$ cat src/rtl/combo_lock_fsm.sv
// -----------------------------------------------------------------------------
// combo_lock_fsm
//   Combination-lock controller for the lock board. Takes the raw keypad link
//   (4-bit key code plus active-low valid strobe, both asynchronous), cleans each
//   press into a single key event, and runs the LOCKED/OPEN/PROG/ALARM state
//   machine that drives the lock LEDs and HEX displays.
//
//   Key interface: key_validn is held low for the whole press and key_code is
//   stable while it is low. There is no backpressure. Every falling edge of
//   key_validn becomes exactly one key_evt pulse, whatever the lock state is.
//
// Ports
//   clk           in   system clock (50 MHz)
//   rst_n         in   asynchronous active-low reset
//   key_code      in   key from the keypad: 0-9 digits, A-D, E='#', F='*'
//   key_validn    in   active-low key valid, low for the whole press
//   key_evt       out  one-cycle pulse per detected press
//   state         out  0=LOCKED 1=OPEN 2=PROG 3=ALARM
//   unlocked      out  high in OPEN or PROG
//   alarm         out  high in ALARM
//   entry_digits  out  digit buffer, newest digit in [3:0]
//   entry_cnt     out  digits held, saturates at CODE_LEN
//   fail_cnt      out  consecutive failed attempts, saturates at MAX_FAILS
//   prog_err      out  one-cycle pulse: '#' in PROG with a short entry
// -----------------------------------------------------------------------------
module combo_lock_fsm #(
    parameter int                    CODE_LEN       = 4,
    parameter logic [4*CODE_LEN-1:0] DEFAULT_CODE   = 16'h1234,
    parameter int                    MAX_FAILS      = 3,
    parameter int                    LOCKOUT_CYCLES = 150000000
) (
    input  logic                               clk,
    input  logic                               rst_n,
    input  logic [3:0]                         key_code,
    input  logic                               key_validn,
    output logic                               key_evt,
    output logic [1:0]                         state,
    output logic                               unlocked,
    output logic                               alarm,
    output logic [4*CODE_LEN-1:0]              entry_digits,
    output logic [$clog2(CODE_LEN+1)-1:0]      entry_cnt,
    output logic [2:0]                         fail_cnt,
    output logic                               prog_err
);

    localparam int DW = 4 * CODE_LEN;
    localparam int CW = $clog2(CODE_LEN + 1);
    localparam int TW = (LOCKOUT_CYCLES > 1) ? $clog2(LOCKOUT_CYCLES) : 1;

    localparam logic [CW-1:0] CNT_FULL   = CW'(CODE_LEN);
    localparam logic [2:0]    FAIL_LIMIT = 3'(MAX_FAILS);
    localparam logic [TW-1:0] TIMER_LOAD = TW'(LOCKOUT_CYCLES - 1);

    localparam logic [3:0] KEY_A    = 4'hA;
    localparam logic [3:0] KEY_HASH = 4'hE;
    localparam logic [3:0] KEY_STAR = 4'hF;

    typedef enum logic [1:0] {
        ST_LOCKED = 2'd0,
        ST_OPEN   = 2'd1,
        ST_PROG   = 2'd2,
        ST_ALARM  = 2'd3
    } state_t;

    // ------------------------------------------------------------------
    // Reset: asserts immediately, releases on a clock edge so no flop sees
    // a release too close to the edge.
    // ------------------------------------------------------------------
    logic [1:0] rst_pipe;
    logic       rst_core_n;

    always_ff @(posedge clk or negedge rst_n) begin
        if (!rst_n) begin
            rst_pipe <= 2'b00;
        end else begin
            rst_pipe <= {rst_pipe[0], 1'b1};
        end
    end

    assign rst_core_n = rst_pipe[1];

    // ------------------------------------------------------------------
    // Input capture: two-flop synchronisers, then a rising-edge detector on
    // the active-high valid. The event and the key value are registered
    // together, so key_q is stable for the whole key_evt cycle.
    // ------------------------------------------------------------------
    logic       validn_meta, validn_s;
    logic [3:0] code_meta, code_s;
    logic       v, v_d;
    logic       evt_q;
    logic [3:0] key_q;

    assign v = ~validn_s;

    always_ff @(posedge clk or negedge rst_core_n) begin
        if (!rst_core_n) begin
            validn_meta <= 1'b1;
            validn_s    <= 1'b1;
            code_meta   <= 4'h0;
            code_s      <= 4'h0;
            v_d         <= 1'b0;
            evt_q       <= 1'b0;
            key_q       <= 4'h0;
        end else begin
            validn_meta <= key_validn;
            validn_s    <= validn_meta;
            code_meta   <= key_code;
            code_s      <= code_meta;
            v_d         <= v;
            evt_q       <= v & ~v_d;
            if (v & ~v_d) begin
                key_q <= code_s;
            end
        end
    end

    // ------------------------------------------------------------------
    // Lock state machine
    // ------------------------------------------------------------------
    state_t        state_q, state_nx;
    logic [DW-1:0] buf_q, buf_nx;
    logic [CW-1:0] cnt_q, cnt_nx;
    logic          ovf_q, ovf_nx;
    logic [2:0]    fail_q, fail_nx;
    logic [DW-1:0] combo_q, combo_nx;
    logic [TW-1:0] timer_q, timer_nx;
    logic          perr_q, perr_nx;

    logic          do_push, do_clear;
    logic          key_is_digit;
    logic          code_match;
    logic [2:0]    fail_inc;
    logic [DW-1:0] buf_push;

    assign key_is_digit = (key_q <= 4'd9);
    // Overflowed entries never match, even if the last digits are right.
    assign code_match   = (cnt_q == CNT_FULL) && !ovf_q && (buf_q == combo_q);
    assign fail_inc     = (fail_q >= FAIL_LIMIT) ? fail_q : fail_q + 3'd1;
    // Shift left one nibble; the oldest digit falls off the top.
    assign buf_push     = DW'({buf_q, key_q});

    always_ff @(posedge clk or negedge rst_core_n) begin
        if (!rst_core_n) begin
            state_q <= ST_LOCKED;
            buf_q   <= '0;
            cnt_q   <= '0;
            ovf_q   <= 1'b0;
            fail_q  <= 3'd0;
            combo_q <= DEFAULT_CODE;
            timer_q <= '0;
            perr_q  <= 1'b0;
        end else begin
            state_q <= state_nx;
            buf_q   <= buf_nx;
            cnt_q   <= cnt_nx;
            ovf_q   <= ovf_nx;
            fail_q  <= fail_nx;
            combo_q <= combo_nx;
            timer_q <= timer_nx;
            perr_q  <= perr_nx;
        end
    end

    always_comb begin
        state_nx = state_q;
        buf_nx   = buf_q;
        cnt_nx   = cnt_q;
        ovf_nx   = ovf_q;
        fail_nx  = fail_q;
        combo_nx = combo_q;
        timer_nx = timer_q;
        perr_nx  = 1'b0;
        do_push  = 1'b0;
        do_clear = 1'b0;

        case (state_q)
            ST_LOCKED: begin
                if (evt_q) begin
                    if (key_is_digit) begin
                        do_push = 1'b1;
                    end else if (key_q == KEY_STAR) begin
                        do_clear = 1'b1;
                    end else if (key_q == KEY_HASH) begin
                        do_clear = 1'b1;
                        if (code_match) begin
                            state_nx = ST_OPEN;
                            fail_nx  = 3'd0;
                        end else begin
                            fail_nx = fail_inc;
                            if (fail_inc == FAIL_LIMIT) begin
                                state_nx = ST_ALARM;
                                timer_nx = TIMER_LOAD;
                            end
                        end
                    end
                end
            end

            ST_OPEN: begin
                if (evt_q) begin
                    if (key_q == KEY_STAR) begin
                        state_nx = ST_LOCKED;
                        do_clear = 1'b1;
                    end else if (key_q == KEY_A) begin
                        state_nx = ST_PROG;
                        do_clear = 1'b1;
                    end
                end
            end

            ST_PROG: begin
                if (evt_q) begin
                    if (key_is_digit) begin
                        do_push = 1'b1;
                    end else if (key_q == KEY_HASH) begin
                        do_clear = 1'b1;
                        if (cnt_q == CNT_FULL) begin
                            // Overflow is fine here: the last CODE_LEN digits win.
                            combo_nx = buf_q;
                            state_nx = ST_OPEN;
                        end else begin
                            perr_nx = 1'b1;
                        end
                    end else if (key_q == KEY_STAR) begin
                        state_nx = ST_OPEN;
                        do_clear = 1'b1;
                    end
                end
            end

            ST_ALARM: begin
                // Key events are dropped for the whole lockout, including
                // one landing on the expiry cycle.
                if (timer_q == '0) begin
                    state_nx = ST_LOCKED;
                    fail_nx  = 3'd0;
                    do_clear = 1'b1;
                end else begin
                    timer_nx = timer_q - TW'(1);
                end
            end

            default: begin
                state_nx = ST_LOCKED;
                do_clear = 1'b1;
            end
        endcase

        if (do_clear) begin
            buf_nx = '0;
            cnt_nx = '0;
            ovf_nx = 1'b0;
        end else if (do_push) begin
            buf_nx = buf_push;
            if (cnt_q < CNT_FULL) begin
                cnt_nx = cnt_q + CW'(1);
            end else begin
                ovf_nx = 1'b1;
            end
        end
    end

    // ------------------------------------------------------------------
    // Outputs
    // ------------------------------------------------------------------
    assign key_evt      = evt_q;
    assign state        = state_q;
    assign unlocked     = (state_q == ST_OPEN) || (state_q == ST_PROG);
    assign alarm        = (state_q == ST_ALARM);
    assign entry_digits = buf_q;
    assign entry_cnt    = cnt_q;
    assign fail_cnt     = fail_q;
    assign prog_err     = perr_q;

endmodule

$ cat config.mk
export PLATFORM = sky130hd
export DESIGN_NAME = combo_lock_fsm
export DESIGN_NICKNAME = d
export VERILOG_FILES = /design/src/rtl/combo_lock_fsm.sv
export SDC_FILE = /design/constraint.sdc
export NUM_CORES = 1
export LEC_CHECK = 0
export BUFFER_PORTS_ARGS = -buffer_cell sky130_fd_sc_hd__buf_2
export CORE_UTILIZATION = 45
export CTS_CLUSTER_DIAMETER = 40
export DETAILED_ROUTE_END_ITERATION = 7
export GPL_TIMING_DRIVEN = 1
export PLACE_DENSITY = 0.65
export SLEW_MARGIN = 0
export SYNTH_ARGS = -nofsm -noshare
export SYNTH_HDL_FRONTEND = slang
export SYNTH_SLANG_ARGS = --single-unit
$ cat constraint.sdc
create_clock -name clk -period 3.5 [get_ports clk]
set_input_delay 0.175 -clock clk [delete_from_list [all_inputs] [get_ports clk]]
set_output_delay 0.175 -clock clk [all_outputs]
set_load 0.05 [all_outputs]
==> results summary <==
The region available for standard cell placement spans 9730 um2. Across all register-to-register paths, the minimum setup slack is 0.64 ns. The number of vias per cell is 5.90. The remaining routing DRC violations came out at 0. The post-synthesis cell type count is 70. The run finished with clean final reports. The number of antenna violations at the first check in global routing came out at 0. The placement row count is 36.

Routability-driven placement finished with a final weighted congestion of 0.873. The number of H-tree branching levels is 3. For this run, the share of the core covered by cells in the final layout is 52.2%.

The sum of buffers and inverters on the critical path is 1. The origin of the worst setup path is timer_q[6]. Leaving out fill and tap cells, the most frequent cell in the layout is sky130_fd_sc_hd__dfrtp_1. Clock tree synthesis found a total of 88 sinks. Setup repair after global routing left no endpoint under its margin. The maximum clock skew at final layout is 0.0128 ns. The die height is 102 um.

For the worst setup path, the data required time is 3.76 ns. On the critical path, the stage with the largest delay is an instance of sky130_fd_sc_hd__or4_1. The average routed wire per standard cell is 17.2 um. The full die area came out at 10400 um2.

The number of enable flip-flop cells after synthesis came out at 0. The total routed wirelength came out at 10700 um. In this run the critical register-to-register path is launched from timer_q[6]. The chip width is 102 um.

The endpoint identified for the worst register-to-register timing path is timer_q[9]. The wire length of the first global-routing pass is 17800 um. The first-pass iteration count of the detailed router is 6.

The largest net degree at the start of global routing came out at 73. The sequential element share of the synthesized area is 49.2%. For the worst setup path, the data arrival time is 3.12 ns.

The number of nets with antenna violations after routing is 0. The number of global-route vias before repair came out at 3534. The maximum root-to-sink buffer count is 2. STA classifies the critical path startpoint as a register. The CTS tree is built. The iteration-0 DRC count of the detailed router came out at 198.

In the final layout, the multi-input gates occupy 2130 um2. The most used flip-flop cell after synthesis is sky130_fd_sc_hd__dfrtp_1. Static timing analysis puts the maximum clock frequency at 350 MHz. The number of cells on the worst reg-to-reg path is 7. The insertion delay to the later sink of the worst-skew pair came out at 0.36 ns.

After layout, the worst path uses 81.7% of the clock period. The max-slew violation count is 0. The total vias in the final route came out at 3669. The ratio of total power to cell area came out at 785 nW/um2.

The number of nets in the layout came out at 500. Once placement completed, the tool counted placed cells totaling 600. The final setup TNS is 0 ns. The leakage power total came out at 2.30 nW. The repair_antennas step left the layout with diodes totalling 0.

Across every metal layer, demand over resource in global routing totals 22.4%. Counting flops and latches in the post-synthesis netlist gives 88. Hold is met by 0.131 ns. The pin slew with the least headroom to its limit is 0.929 ns. In this run the count of I/O pins placed on the die edge is 35.

The final period demand of the worst path came out at 2.86 ns. On the worst path, the slowest cell contributes a delay of 0.64 ns. The number of failing setup endpoints in the final timing report is 0. The number of standard cells after synthesis is 444. The worst ir drop on vdd came out at 527 uV. The TritonCTS buffer count came out at 9. The tool flagged a number of max-cap violations equal to 0. The sequential cell area is 2210 um2. Summing all non-filler instances in the final layout gives an area of 5070 um2. Leaving out fill and tap cells, the most frequent cells in the layout are sky130_fd_sc_hd__dfrtp_1 (80), sky130_fd_sc_hd__nand2_1 (47), sky130_fd_sc_hd__buf_2 (34). The total stage count of the critical path is 7. For this run, the number of Yosys warnings is 0.

The number of inserted filler cells in the final layout is 913. Of the cells placed in the final design, the portion with a size suffix greater than 1 is 20.9%. Detailed placement ended at an HPWL of 7110 um. STA classifies the critical path endpoint as a register. The start-to-end type of the worst setup path is reg -> reg. The layout-stage area growth over the synthesis result came out at 13.0%. The post-synthesis instance area is 4490 um2.

The largest driver fanout on the critical path came out at 18. Traced cell by cell, the critical path runs through or4_1 > or4_4 > nor3_4 > buf_4 > nor2_1 > a21boi_1 > a22o_1. In this run the tool buffered the top-level ports with 34 buffer cells. Of all flip-flops after synthesis, the portion carrying an async set or reset was 100%.

Buffers added to address setup during post-CTS repair amount to 0. The worst pin sits at a relative slew slack of 38.0%. The hold violation total from the final report came to 0. The average instance area after synthesis came out at 10.1 um2. The CTS clock-pin slew for the worst setup and hold paths is 0.09 ns.

Clock tree synthesis selected as its root buffer the cell sky130_fd_sc_hd__clkbuf_8. The total congestion overflow after global routing came out at 0. The path class of the tightest hold or removal check is in -> async. The starting density of the core came out at 46.2%. The cell family contributing the most delay on the critical path is simple AND/OR/NAND/NOR gates. The number of nets in the synthesized netlist is 460. The post-route non-filler standard cell count came out at 622. The timing endpoint of the critical path is timer_q[9]. After detailed placement, the total cell area comes to 4820 um2.
[power by group]
part	internal, mW	leakage, nW	switching, mW	total [mW]
combinational	0.567	1.08	1.19	1.76
clock	0.351	0.0928	0.365	0.717
sequential	1.23	1.13	0.283	1.51
[registers in the layout, summed over array words and instances, names as in the netlist]
signal / count
validn_meta: 1
state: 2
timer_q: 28
ovf_q: 1
key_evt: 1
v_d: 1
rst_pipe: 2
combo_q: 16
prog_err: 1
entry_digits: 16
validn_s: 1
key_q: 4
fail_cnt: 3
code_meta: 4
entry_cnt: 3
code_s: 4
[synth_stat cells, types with 2 or more instances]
| cell type | number | area [um2] |
|---|---|---|
| sky130_fd_sc_hd__a2bb2oi_1 | 2 | 17.5 |
| sky130_fd_sc_hd__dfstp_2 | 7 | 184 |
| sky130_fd_sc_hd__or4_1 | 6 | 45.0 |
| sky130_fd_sc_hd__or2_2 | 3 | 18.8 |
| sky130_fd_sc_hd__ha_1 | 9 | 113 |
| sky130_fd_sc_hd__nand2b_1 | 4 | 25.0 |
| sky130_fd_sc_hd__o31ai_1 | 2 | 15.0 |
| sky130_fd_sc_hd__nor2_1 | 23 | 86.3 |
| sky130_fd_sc_hd__a41oi_1 | 5 | 43.8 |
| sky130_fd_sc_hd__dfrtp_1 | 81 | 2030 |
| sky130_fd_sc_hd__a22oi_1 | 4 | 30.0 |
| sky130_fd_sc_hd__mux2_2 | 20 | 225 |
| sky130_fd_sc_hd__nand4b_1 | 3 | 26.3 |
| sky130_fd_sc_hd__a21o_2 | 2 | 17.5 |
| sky130_fd_sc_hd__nand3_1 | 5 | 25.0 |
| sky130_fd_sc_hd__o21ai_0 | 19 | 95.1 |
| sky130_fd_sc_hd__o211ai_1 | 4 | 30.0 |
| sky130_fd_sc_hd__a31oi_1 | 10 | 62.6 |
| sky130_fd_sc_hd__nand3b_1 | 2 | 15.0 |
| sky130_fd_sc_hd__o2bb2ai_1 | 2 | 17.5 |
| sky130_fd_sc_hd__nand4_1 | 6 | 37.5 |
| sky130_fd_sc_hd__xor2_1 | 10 | 87.6 |
| sky130_fd_sc_hd__or3_1 | 10 | 62.6 |
| sky130_fd_sc_hd__nor2b_1 | 2 | 12.5 |
| sky130_fd_sc_hd__nor3_1 | 18 | 90.1 |
| sky130_fd_sc_hd__a21oi_1 | 28 | 140 |
| sky130_fd_sc_hd__a21o_1 | 2 | 15.0 |
| sky130_fd_sc_hd__and3_1 | 8 | 50.1 |
| sky130_fd_sc_hd__o2111ai_1 | 2 | 17.5 |
| sky130_fd_sc_hd__nand2_1 | 47 | 176 |
| sky130_fd_sc_hd__nor4b_1 | 2 | 17.5 |
| sky130_fd_sc_hd__a32o_1 | 2 | 20.0 |
| sky130_fd_sc_hd__inv_1 | 17 | 63.8 |
| sky130_fd_sc_hd__nor4_1 | 7 | 43.8 |
| sky130_fd_sc_hd__o311ai_0 | 2 | 17.5 |
| sky130_fd_sc_hd__o221ai_1 | 2 | 17.5 |
| sky130_fd_sc_hd__a211o_1 | 5 | 43.8 |
| sky130_fd_sc_hd__xnor2_1 | 9 | 78.8 |
| sky130_fd_sc_hd__clkbuf_1 | 15 | 56.3 |
| sky130_fd_sc_hd__a211oi_1 | 2 | 15.0 |
| sky130_fd_sc_hd__buf_2 | 4 | 20.0 |
| sky130_fd_sc_hd__o41ai_1 | 3 | 26.3 |
[how the worst min path moves through the flow]
stage / from / end / slack [ns] / cells past startpoint
after global routing: rst_n / rst_pipe[1] / 0.12 / 2
after CTS: rst_n / rst_pipe[1] / 0.10 / 2
after detailed placement: rst_n / rst_pipe[0] / -0.04 / 1
final: rst_n / rst_pipe[1] / 0.13 / 2
after floorplan: rst_n / rst_pipe[0] / -0.12 / 0
after global placement: rst_n / rst_pipe[0] / -0.04 / 1
[worst register-to-register path, cell delays in order, from the launching register on]
cell and delay [ns]:
sky130_fd_sc_hd__dfrtp_1 0.41, sky130_fd_sc_hd__or4_1 0.64, sky130_fd_sc_hd__or4_4 0.57, sky130_fd_sc_hd__nor3_4 0.13
sky130_fd_sc_hd__buf_4 0.25, sky130_fd_sc_hd__nor2_1 0.14, sky130_fd_sc_hd__a21boi_1 0.31, sky130_fd_sc_hd__a22o_1 0.29
[cell type report]
cell class                 instances  area share, %
sequential                        88           43.6
clock buffer                      12           2.86
clock inverter                     4           1.06
tap                              133           3.28
inverter                          17           1.26
timing repair buffer              49           5.87
multi-input combinational        319           42.0
[through the flow]
step | setup WS [ns] | power, mW
floorplan | 0.880 | 2.83
global placement | 0.742 | 3.24
detailed placement | 0.699 | 3.28
CTS | 0.671 | 4.00
global route | 0.496 | 4.24
finish | 0.641 | 3.98
[per-layer routing]
metal,up-vias,GRT usage (%),routed length (um)
met1,1822,30.3,4860
li1,1705,-,-
met3,23,5.27,564
met2,119,34.7,5040
met4,0,9.34,221
met5,-,0,0
[timing repair]
item | 4_1_cts | 5_1_grt
hold buffers | 6 | 0
endpoints found under the hold margin | 7 | 0
gates resized for setup | 0 | 0
[cells by family after synthesis]
group | count (synthesis) | synth area share, %
fa+ha+maj | 9 | 2.51
xor+xnor | 19 | 3.71
compound gates | 114 | 17.7
mux | 20 | 5.02
buf+inv | 37 | 3.37
simple gates | 156 | 18.4
other cells | 1 | 0.0835
flops | 88 | 49.2
(Power assumes the default switching activity.)
